<file path="src/rtl/leg_g_drv_pkg.sv">
// Shared constants and helpers for the green-LED effect driver.
package leg_g_drv_pkg;

    localparam int LED_W = 9;

    typedef enum logic [1:0] {
        MODE_PASS  = 2'd0,
        MODE_BLINK = 2'd1,
        MODE_DIM   = 2'd2,
        MODE_CHASE = 2'd3
    } mode_e;

    localparam logic [1:0] ADDR_CTRL   = 2'd0;
    localparam logic [1:0] ADDR_BRIGHT = 2'd1;
    localparam logic [1:0] ADDR_PERIOD = 2'd2;
    localparam logic [1:0] ADDR_STATUS = 2'd3;

    localparam logic [7:0]  BRIGHT_RST = 8'hFF;
    localparam logic [15:0] PERIOD_RST = 16'd250;
    localparam logic [3:0]  CHASE_LAST = 4'd8;

    // Rotate left within LED_W bits: shift a doubled copy and keep the top half.
    function automatic logic [LED_W-1:0] rotl_led(input logic [LED_W-1:0] p,
                                                  input logic [3:0] k);
        logic [2*LED_W-1:0] d;
        d = {p, p} << k;
        return d[2*LED_W-1:LED_W];
    endfunction

endpackage

</file>
<file path="src/rtl/leg_g_tick_gen.sv">
// Base-tick prescaler and step timer for the LED effects.
module leg_g_tick_gen
    import leg_g_drv_pkg::*;
#(
    parameter int TICK_DIV = 50000
) (
    input  logic        clk,
    input  logic        reset,
    input  logic [15:0] period_i,
    input  logic        clear_i,
    output logic        tick_o,
    output logic        step_o
);

    localparam int PW = (TICK_DIV > 1) ? $clog2(TICK_DIV) : 1;
    localparam logic [PW-1:0] PRE_LAST = PW'(TICK_DIV - 1);

    logic [PW-1:0] pre_q, pre_d;
    logic [15:0]   step_cnt_q, step_cnt_d;
    logic [15:0]   last_step;

    // Prescaler wraps freely; a clear only restarts the step count, and
    // a clear coinciding with a tick discards that tick's count.
    always_comb begin
        tick_o    = (pre_q == PRE_LAST);
        pre_d     = tick_o ? '0 : pre_q + PW'(1);
        last_step = (period_i == 16'd0) ? 16'd0 : period_i - 16'd1;
        step_o    = tick_o && (step_cnt_q == last_step);
        step_cnt_d = step_cnt_q;
        if (clear_i) begin
            step_cnt_d = '0;
        end else if (step_o) begin
            step_cnt_d = '0;
        end else if (tick_o) begin
            step_cnt_d = step_cnt_q + 16'd1;
        end
    end

    // Counter state registers.
    always_ff @(posedge clk or posedge reset) begin
        if (reset) begin
            pre_q      <= '0;
            step_cnt_q <= '0;
        end else begin
            pre_q      <= pre_d;
            step_cnt_q <= step_cnt_d;
        end
    end

endmodule

</file>
<file path="src/rtl/leg_g_driver.sv">
// Effect stage between the green-LED PIO and the leg_g pins, with its own
// zero-wait-state register slave for mode, brightness and step period.
module leg_g_driver
    import leg_g_drv_pkg::*;
#(
    parameter int TICK_DIV = 50000
) (
    input  logic             clk,
    input  logic             reset,
    input  logic [LED_W-1:0] pattern_in,
    input  logic [1:0]       address,
    input  logic             chipselect,
    input  logic             write_n,
    input  logic [31:0]      writedata,
    output logic [31:0]      readdata,
    output logic [LED_W-1:0] leg_g
);

    mode_e            mode_q, mode_d;
    logic             inv_q, inv_d;
    logic [7:0]       bright_q, bright_d;
    logic [15:0]      period_q, period_d;
    logic             blink_q, blink_d;
    logic [3:0]       chase_q, chase_d;
    logic [7:0]       pwm_q, pwm_d;
    logic [LED_W-1:0] leg_q, leg_d;
    logic [LED_W-1:0] effect;
    logic             wr, wr_ctrl, wr_bright, wr_period;
    logic             tick, step;
    logic             unused_bits;

    assign unused_bits = ^{writedata[31:16], tick};

    leg_g_tick_gen #(
        .TICK_DIV(TICK_DIV)
    ) u_tick_gen (
        .clk      (clk),
        .reset    (reset),
        .period_i (period_q),
        .clear_i  (wr_ctrl | wr_period),
        .tick_o   (tick),
        .step_o   (step)
    );

    // Register writes, effect state, and the output mux; a CTRL write
    // overrides a step landing in the same cycle.
    always_comb begin
        wr        = chipselect && !write_n;
        wr_ctrl   = wr && (address == ADDR_CTRL);
        wr_bright = wr && (address == ADDR_BRIGHT);
        wr_period = wr && (address == ADDR_PERIOD);

        mode_d   = wr_ctrl   ? mode_e'(writedata[1:0]) : mode_q;
        inv_d    = wr_ctrl   ? writedata[2]            : inv_q;
        bright_d = wr_bright ? writedata[7:0]          : bright_q;
        period_d = wr_period ? writedata[15:0]         : period_q;

        blink_d = blink_q;
        chase_d = chase_q;
        if (wr_ctrl) begin
            blink_d = 1'b1;
            chase_d = 4'd0;
        end else if (step) begin
            blink_d = ~blink_q;
            chase_d = (chase_q == CHASE_LAST) ? 4'd0 : chase_q + 4'd1;
        end

        pwm_d = pwm_q + 8'd1;

        case (mode_q)
            MODE_PASS:  effect = pattern_in;
            MODE_BLINK: effect = blink_q ? pattern_in : '0;
            MODE_DIM:   effect = (pwm_q < bright_q) ? pattern_in : '0;
            MODE_CHASE: effect = rotl_led(pattern_in, chase_q);
            default:    effect = pattern_in;
        endcase
        leg_d = effect ^ {LED_W{inv_q}};
    end

    // Read mux follows address without chipselect gating.
    always_comb begin
        case (address)
            ADDR_CTRL:   readdata = {29'd0, inv_q, mode_q};
            ADDR_BRIGHT: readdata = {24'd0, bright_q};
            ADDR_PERIOD: readdata = {16'd0, period_q};
            ADDR_STATUS: readdata = {18'd0, blink_q, chase_q, leg_q};
            default:     readdata = 32'd0;
        endcase
    end

    // State registers.
    always_ff @(posedge clk or posedge reset) begin
        if (reset) begin
            mode_q   <= MODE_PASS;
            inv_q    <= 1'b0;
            bright_q <= BRIGHT_RST;
            period_q <= PERIOD_RST;
            blink_q  <= 1'b1;
            chase_q  <= 4'd0;
            pwm_q    <= 8'd0;
            leg_q    <= '0;
        end else begin
            mode_q   <= mode_d;
            inv_q    <= inv_d;
            bright_q <= bright_d;
            period_q <= period_d;
            blink_q  <= blink_d;
            chase_q  <= chase_d;
            pwm_q    <= pwm_d;
            leg_q    <= leg_d;
        end
    end

    assign leg_g = leg_q;

endmodule

</file>
<file path="config.mk">
export PLATFORM = sky130hd
export DESIGN_NAME = leg_g_driver
export DESIGN_NICKNAME = d
export VERILOG_FILES = /design/src/rtl/leg_g_drv_pkg.sv /design/src/rtl/leg_g_tick_gen.sv /design/src/rtl/leg_g_driver.sv
export SDC_FILE = /design/constraint.sdc
export NUM_CORES = 1
export LEC_CHECK = 0
export CORE_ASPECT_RATIO = 1.25
export CORE_MARGIN = 8
export CORE_UTILIZATION = 50
export DETAILED_ROUTE_END_ITERATION = 6
export GPL_ROUTABILITY_DRIVEN = 1
export PLACE_DENSITY = 0.78
export SLEW_MARGIN = 20
export SYNTH_ARGS = -nofsm -noshare
export SYNTH_HDL_FRONTEND = slang
export SYNTH_SLANG_ARGS = --single-unit
</file>
<file path="constraint.sdc">
create_clock -name clk -period 3.5 [get_ports clk]
set_input_delay 0.7 -clock clk [delete_from_list [all_inputs] [get_ports clk]]
set_output_delay 0.7 -clock clk [all_outputs]
set_load 0.03 [all_outputs]
</file>
==> results of run 1 <==
-- cells in the mapped netlist (8+ instances only) --
cell type	instances	area share, %
dfrtp_1	66	29
nor3_1	10	0.89
mux2i_1	25	4.4
xnor2_1	23	3.6
nand2_1	81	5.4
dfstp_2	15	7.0
o21ai_0	42	3.7
a21oi_1	16	1.4
a31oi_1	13	1.4
inv_1	22	1.5
nand4_1	8	0.89
buf_4	16	2.1
nor2_1	35	2.3
nor2b_1	20	2.2
xor2_1	14	2.2
and2_1	8	0.89
nand3_1	18	1.6
clkbuf_1	33	2.2
mux2_2	16	3.2
or4_1	8	1.1
nor4_1	10	1.1
and3_1	12	1.3
ha_1	14	3.1
o221ai_1	13	2.0
-- worst register-to-register path, cell delays in order (launching register included) --
cell      delay, ps
dfrtp_1         410
inv_2           100
ha_4            150
or3b_4          420
o31ai_4         240
or4bb_1         520
o22ai_2         200
a2bb2o_4        240
or4b_4          500
or4_4           420
a31oi_1         170
-- worst max-delay path by stage --
stage / from / to / cells after the start
floorplan: period_q[5] / chase_q[3] / 11
global placement: period_q[0] / chase_q[3] / 10
detailed placement: period_q[0] / chase_q[3] / 10
CTS: period_q[0] / chase_q[3] / 10
global route: period_q[0] / chase_q[3] / 11
finish: period_q[0] / chase_q[3] / 10
-- stage by stage --
step                hold WS [ps]  cells  power (uW)  util [%]
floorplan                  432.9    648        1971         -
global placement           443.3    838        2427     59.25
detailed placement         448.3    838        2454     59.25
CTS                        457.5    855        3470     62.16
global route               497.4    858        3659     62.86
finish                     453.4    858        3510     62.86
-- registers in the layout, indices dropped and copies added (netlist names) --
name                   count
pwm_q                      8
period_q                  16
mode_q                     2
bright_q                   8
u_tick_gen.step_cnt_q     16
blink_q                    1
inv_q                      1
u_tick_gen.pre_q          16
leg_g                      9
chase_q                    4
-- area by class of cell --
cell class	count	area, sq um
fill	913	4116
multi-input combinational	487	3373
sequential	81	2046
timing repair buffer	115	980.9
clock buffer	9	225.2
tap	135	168.9
inverter	24	91.34
clock inverter	7	81.33
-- power by group through the flow --
stage | combinational (uW) | clock, uW | sequential [uW]
3_3_place_gp | 1190 | 0 | 1240
3_5_place_dp | 1210 | 0 | 1240
5_1_grt | 1360 | 1050 | 1250
6_report | 1270 | 1010 | 1230
2_1_floorplan | 727 | 0 | 1240
4_1_cts | 1230 | 1010 | 1230
-- cells by family (layout without fill, tap and decap cells) --
group | count (synthesis) | count (layout) | synth area share (%)
AOI/OAI and AO/OA | 131 | 131 | 15.50
xor gates and xnor gates | 38 | 38 | 6.132
adders and majority gates | 14 | 14 | 3.099
buffers and inverters | 80 | 155 | 6.686
DFF | 81 | 81 | 36.20
muxes | 47 | 47 | 10.01
other | 1 | 16 | 0.06635
and+or+nand+nor | 241 | 241 | 22.32
-- what timing repair did --
item                       CTS  global route
pin swaps                    0             7
setup endpoints to repair    5             8
hold buffers                 0             0
gates resized for setup      5            11
buffers inserted             1             3
-- metal layers --
metal	GRT usage [%]	part of all wire (%)	routed length [um]
met5	0	0	0
met4	9.577	3.3	521
met3	3.995	4.1	654
met2	37.46	53	8421
met1	22.75	40	6266
==> metrics.yaml, run 1 <==
status: "completed"
cts.clk_slew.worst_paths_ps: 70
antenna_found_initial: 0
dp_hpwl_um: 11690
wl_um: 15860
rsz0062_at_grt: "yes"
synth_edf_count: 0
min_period_over_period_pct: 98.79
final_antenna_net_count: 0
syn_area_sq_um: 5652
vias: 5113
start_kind: "flip-flop"
synth_cells: 633
vias_per_cell: 5.959
cts.sinks: 81
core_sq_um: 11080
setup_viol: 0
layout_common_cells: "81 x nand2_1, 72 x buf_4, 66 x dfrtp_1, 42 x clkdlybuf4s50_1, 41 x o21ai_0"
layout.nets: 779
die_area_sq_um: 14980
syn_to_final_growth_pct: 23.27
slowest_stage: "or4bb_1"
vdd_drop_max_uv: 390.6
hold_end: "u_tick_gen.pre_q[0]"
hold_class: "flip-flop to flip-flop"
p_clk_share_pct: 28.7
criticalPathCategory: "flip-flop to flip-flop"
hp-start: "u_tick_gen.pre_q[0]"
setup_ws_ps: 42.32
placed_area_sq_um: 6566
root_buffer: "clkbuf_16"
critPathRequiredTime_ps: 3770
dieWidth_um: 111.1
postSynthAreaPerCell_sq_um: 8.928
die_y_um: 134.9
synth_ff_type: "dfrtp_1"
async_flop_share_pct: 100.0
cpLargestDelayFamily: "simple AND/OR/NAND/NOR gates"
grt_overflow: 0
gr-usage-all-layers_pct: 20.65
cp-end-kind: "flip-flop"
internal_power_uw: 2223
tritoncts: "done"
slew_headroom_pct: 46.79
switchingPower_uw: 1287
cts.path.max_buffers: 2
crit_fanout: 4
worst_skew_pair.late_latency_ps: 350
p_leak_uw: 0.002997
finalSetupTns_ps: 0
cellPowerDensity_nw_per_um2: 503.9
first_pass_iters: 5
grt_pass1_wl_um: 25360
antenna_cells: 0
ys_warn_count: 0
place_congestion: 0.9767
holdPathStages: 1
r2r-end: "chase_q[3]"
final_common_cell: "nand2_1"
fmax_mhz: 289.2
crit_arrival_ps: 3720
path_cells: "inv_2 -> ha_4 -> or3b_4 -> o31ai_4 -> or4bb_1 -> o22ai_2 -> a2bb2o_4 -> or4b_4 -> or4_4 -> a31oi_1"
cts_buffers: 9
layout-drive-gt1-share_pct: 20.75
grt_max_degree: 62
initial_core_util_pct: 50.99
reg2reg_slack_ps: 40
fin_area_sq_um: 6967
finalClockSkew_ps: 9.036
drv_cap: 0
post-place-ws_ps: -49.95
switching_share_pct: 36.67
worstPathBufferInverterCount: 1
worst-slew-pin-transition_ps: 798.1
timing.final.max_slew_violations: 0
hold_viol_final: 0
yosysSeqAreaShare_pct: 36.20
rr_startpoint: "period_q[0]"
p_comb_share_pct: 36.2
slowest_delay_ps: 520
synth_seq_cells: 81
ios: 88
wire_per_inst_um: 18.49
io_buffers: 55
rows: 43
yosysUniqueCellTypes: 68
htree_num_levels: 3
drc_errors: 0
fin_crit_ps: 3458
worstRegToRegCells: 10
drtIter0Drc: 278
grt_pass1_vias: 5115
p_seq_share_pct: 35.1
(Power assumes the default switching activity.)
==> inputs of run 2 (changes only) <==
--- a/config.mk
+++ b/config.mk
@@ -11,6 +11,7 @@
 export DETAILED_ROUTE_END_ITERATION = 6
 export GPL_ROUTABILITY_DRIVEN = 1
 export PLACE_DENSITY = 0.78
+export REMOVE_ABC_BUFFERS = 1
 export SLEW_MARGIN = 20
 export SYNTH_ARGS = -nofsm -noshare
 export SYNTH_HDL_FRONTEND = slang
==> metrics.yaml, run 2 (synthesis results as in run 1) <==
crit_path_end: "chase_q[3]"
finalClockSkew_ps: 6.402
hold_viol_final: 0
grt_overflow: 0
status: "completed"
tritoncts: "done"
hold_buffers: 0
place_congestion: 0.9134
drv_cap: 0
gr-usage-all-layers_pct: 19.30
cellPowerDensity_nw_per_um2: 489.4
rows: 43
p_leak_uw: 0.002952
layout.nets: 766
grt_max_degree: 26
vias: 5003
grt_pass1_wl_um: 24040
antenna_cells: 0
antenna_found_initial: 0
root_buffer: "clkbuf_16"
dp_hpwl_um: 11220
drc_errors: 0
ios: 88
hold_class: "flip-flop to flip-flop"
wire_per_inst_um: 17.27
vias_per_cell: 5.921
reg.largest.list: "period_q: 16 flops, u_tick_gen.pre_q: 16 flops, u_tick_gen.step_cnt_q: 16 flops"
final_antenna_net_count: 0
slew_headroom_pct: 48.36
setup_ws_ps: 40.21
nFillCells: 921
wl_um: 14590
critPathRequiredTime_ps: 3770
cts_buffers: 9
post-place-ws_ps: -69.63
layout_common_cells: "81 x nand2_1, 66 x dfrtp_1, 58 x buf_4, 43 x clkdlybuf4s50_1, 41 x o21ai_0"
drtIter0Drc: 260
final_common_cell: "nand2_1"
die_y_um: 134.9
cts.sinks: 81
dieWidth_um: 111.1
fmax_mhz: 289.0
cts.path.max_buffers: 2
min_period_over_period_pct: 98.85
worst-slew-pin-transition_ps: 774.5
htree_num_levels: 3
syn_to_final_growth_pct: 21.70
worst_skew_pair.late_latency_ps: 350
cp-startpoint: "period_q[0]"
start_kind: "flip-flop"
timing.final.max_slew_violations: 0
reg2reg_slack_ps: 40
layout-drive-gt1-share_pct: 19.44
vdd_drop_max_uv: 348.9
worstRegToRegCells: 9
design_power_total_uw: 3366
rsz0062_at_grt: "yes"
cts.clk_slew.worst_paths_ps: 70
fin_crit_ps: 3460
initial_core_util_pct: 50.99
die_area_sq_um: 14980
r2r-end: "chase_q[3]"
criticalPathCategory: "flip-flop to flip-flop"
io_buffers: 55
setup_viol: 0
core_sq_um: 11080
cp-end-kind: "flip-flop"
grt_pass1_vias: 4974
crit_fanout: 5
rr_startpoint: "period_q[0]"
crit_arrival_ps: 3730
first_pass_iters: 5
finalSetupTns_ps: 0
## run 2: through the flow
step / hold WS [ps] / area [sq um] / cells / util (%)
2_1_floorplan: 432.9 / 5420 / 592 / -
3_3_place_gp: 441.3 / 6461 / 828 / 58.30
3_5_place_dp: 451.6 / 6461 / 828 / 58.30
4_1_cts: 460.2 / 6798 / 844 / 61.33
5_1_grt: 475.3 / 6878 / 845 / 62.06
6_report: 458.2 / 6878 / 845 / 62.06
## run 2: repair_timing
action / in CTS / in global routing
pin swaps: 0 / 3
endpoints found under the setup margin: 5 / 14
gates resized for setup: 8 / 17
cloned: 0 / 0
buffers inserted: 0 / 1
## run 2: worst max-delay path, stage by stage, from the launching register on
cell      delay [ps]
dfrtp_1          390
buf_6            130
or4_4            520
or4_4            440
or4_4            440
a21boi_2         130
o211ai_1         110
or4b_4           560
or4_4            490
a31oi_1          170
## run 2: how the worst min path moves through the flow
| stage | slack, ps | end | depth (start not counted) | startpoint |
|---|---|---|---|---|
| after detailed placement | 450 | u_tick_gen.pre_q[0] | 1 | u_tick_gen.pre_q[0] |
| after floorplan | 430 | u_tick_gen.pre_q[0] | 1 | u_tick_gen.pre_q[0] |
| after CTS | 460 | u_tick_gen.pre_q[0] | 1 | u_tick_gen.pre_q[0] |
| after global placement | 440 | u_tick_gen.pre_q[0] | 1 | u_tick_gen.pre_q[0] |
| final | 460 | u_tick_gen.pre_q[0] | 1 | u_tick_gen.pre_q[0] |
| after global routing | 480 | u_tick_gen.pre_q[0] | 1 | u_tick_gen.pre_q[0] |
## run 2: cell type report
class | instances | area (sq um) | area share [%]
inverters | 24 | 91.34 | 1.328
clock buffers | 9 | 225.2 | 3.275
well taps | 135 | 168.9 | 2.456
flip-flops and latches | 81 | 2046 | 29.74
repair buffers | 102 | 877.1 | 12.75
clock inverters | 7 | 81.33 | 1.182
multi-input cells | 487 | 3388 | 49.26
## run 2: routing by layer
| layer | global-route usage [%] | routed length (um) | up-vias |
|---|---|---|---|
| met1 | 21.86 | 6043 | 2443 |
| met5 | 0 | 0 | - |
| met2 | 34.74 | 7609 | 134 |
| li1 | - | - | 2405 |
| met3 | 3.551 | 652 | 21 |
| met4 | 8.241 | 288 | 0 |
## run 2: where the power goes
part           switching [uW]  leakage, uW  internal, uW  total, uW
combinational             620      0.00180           534       1150
clock                     445     0.000150           511        956
sequential                180      0.00100          1080       1260
total                    1250      0.00295          2120       3370
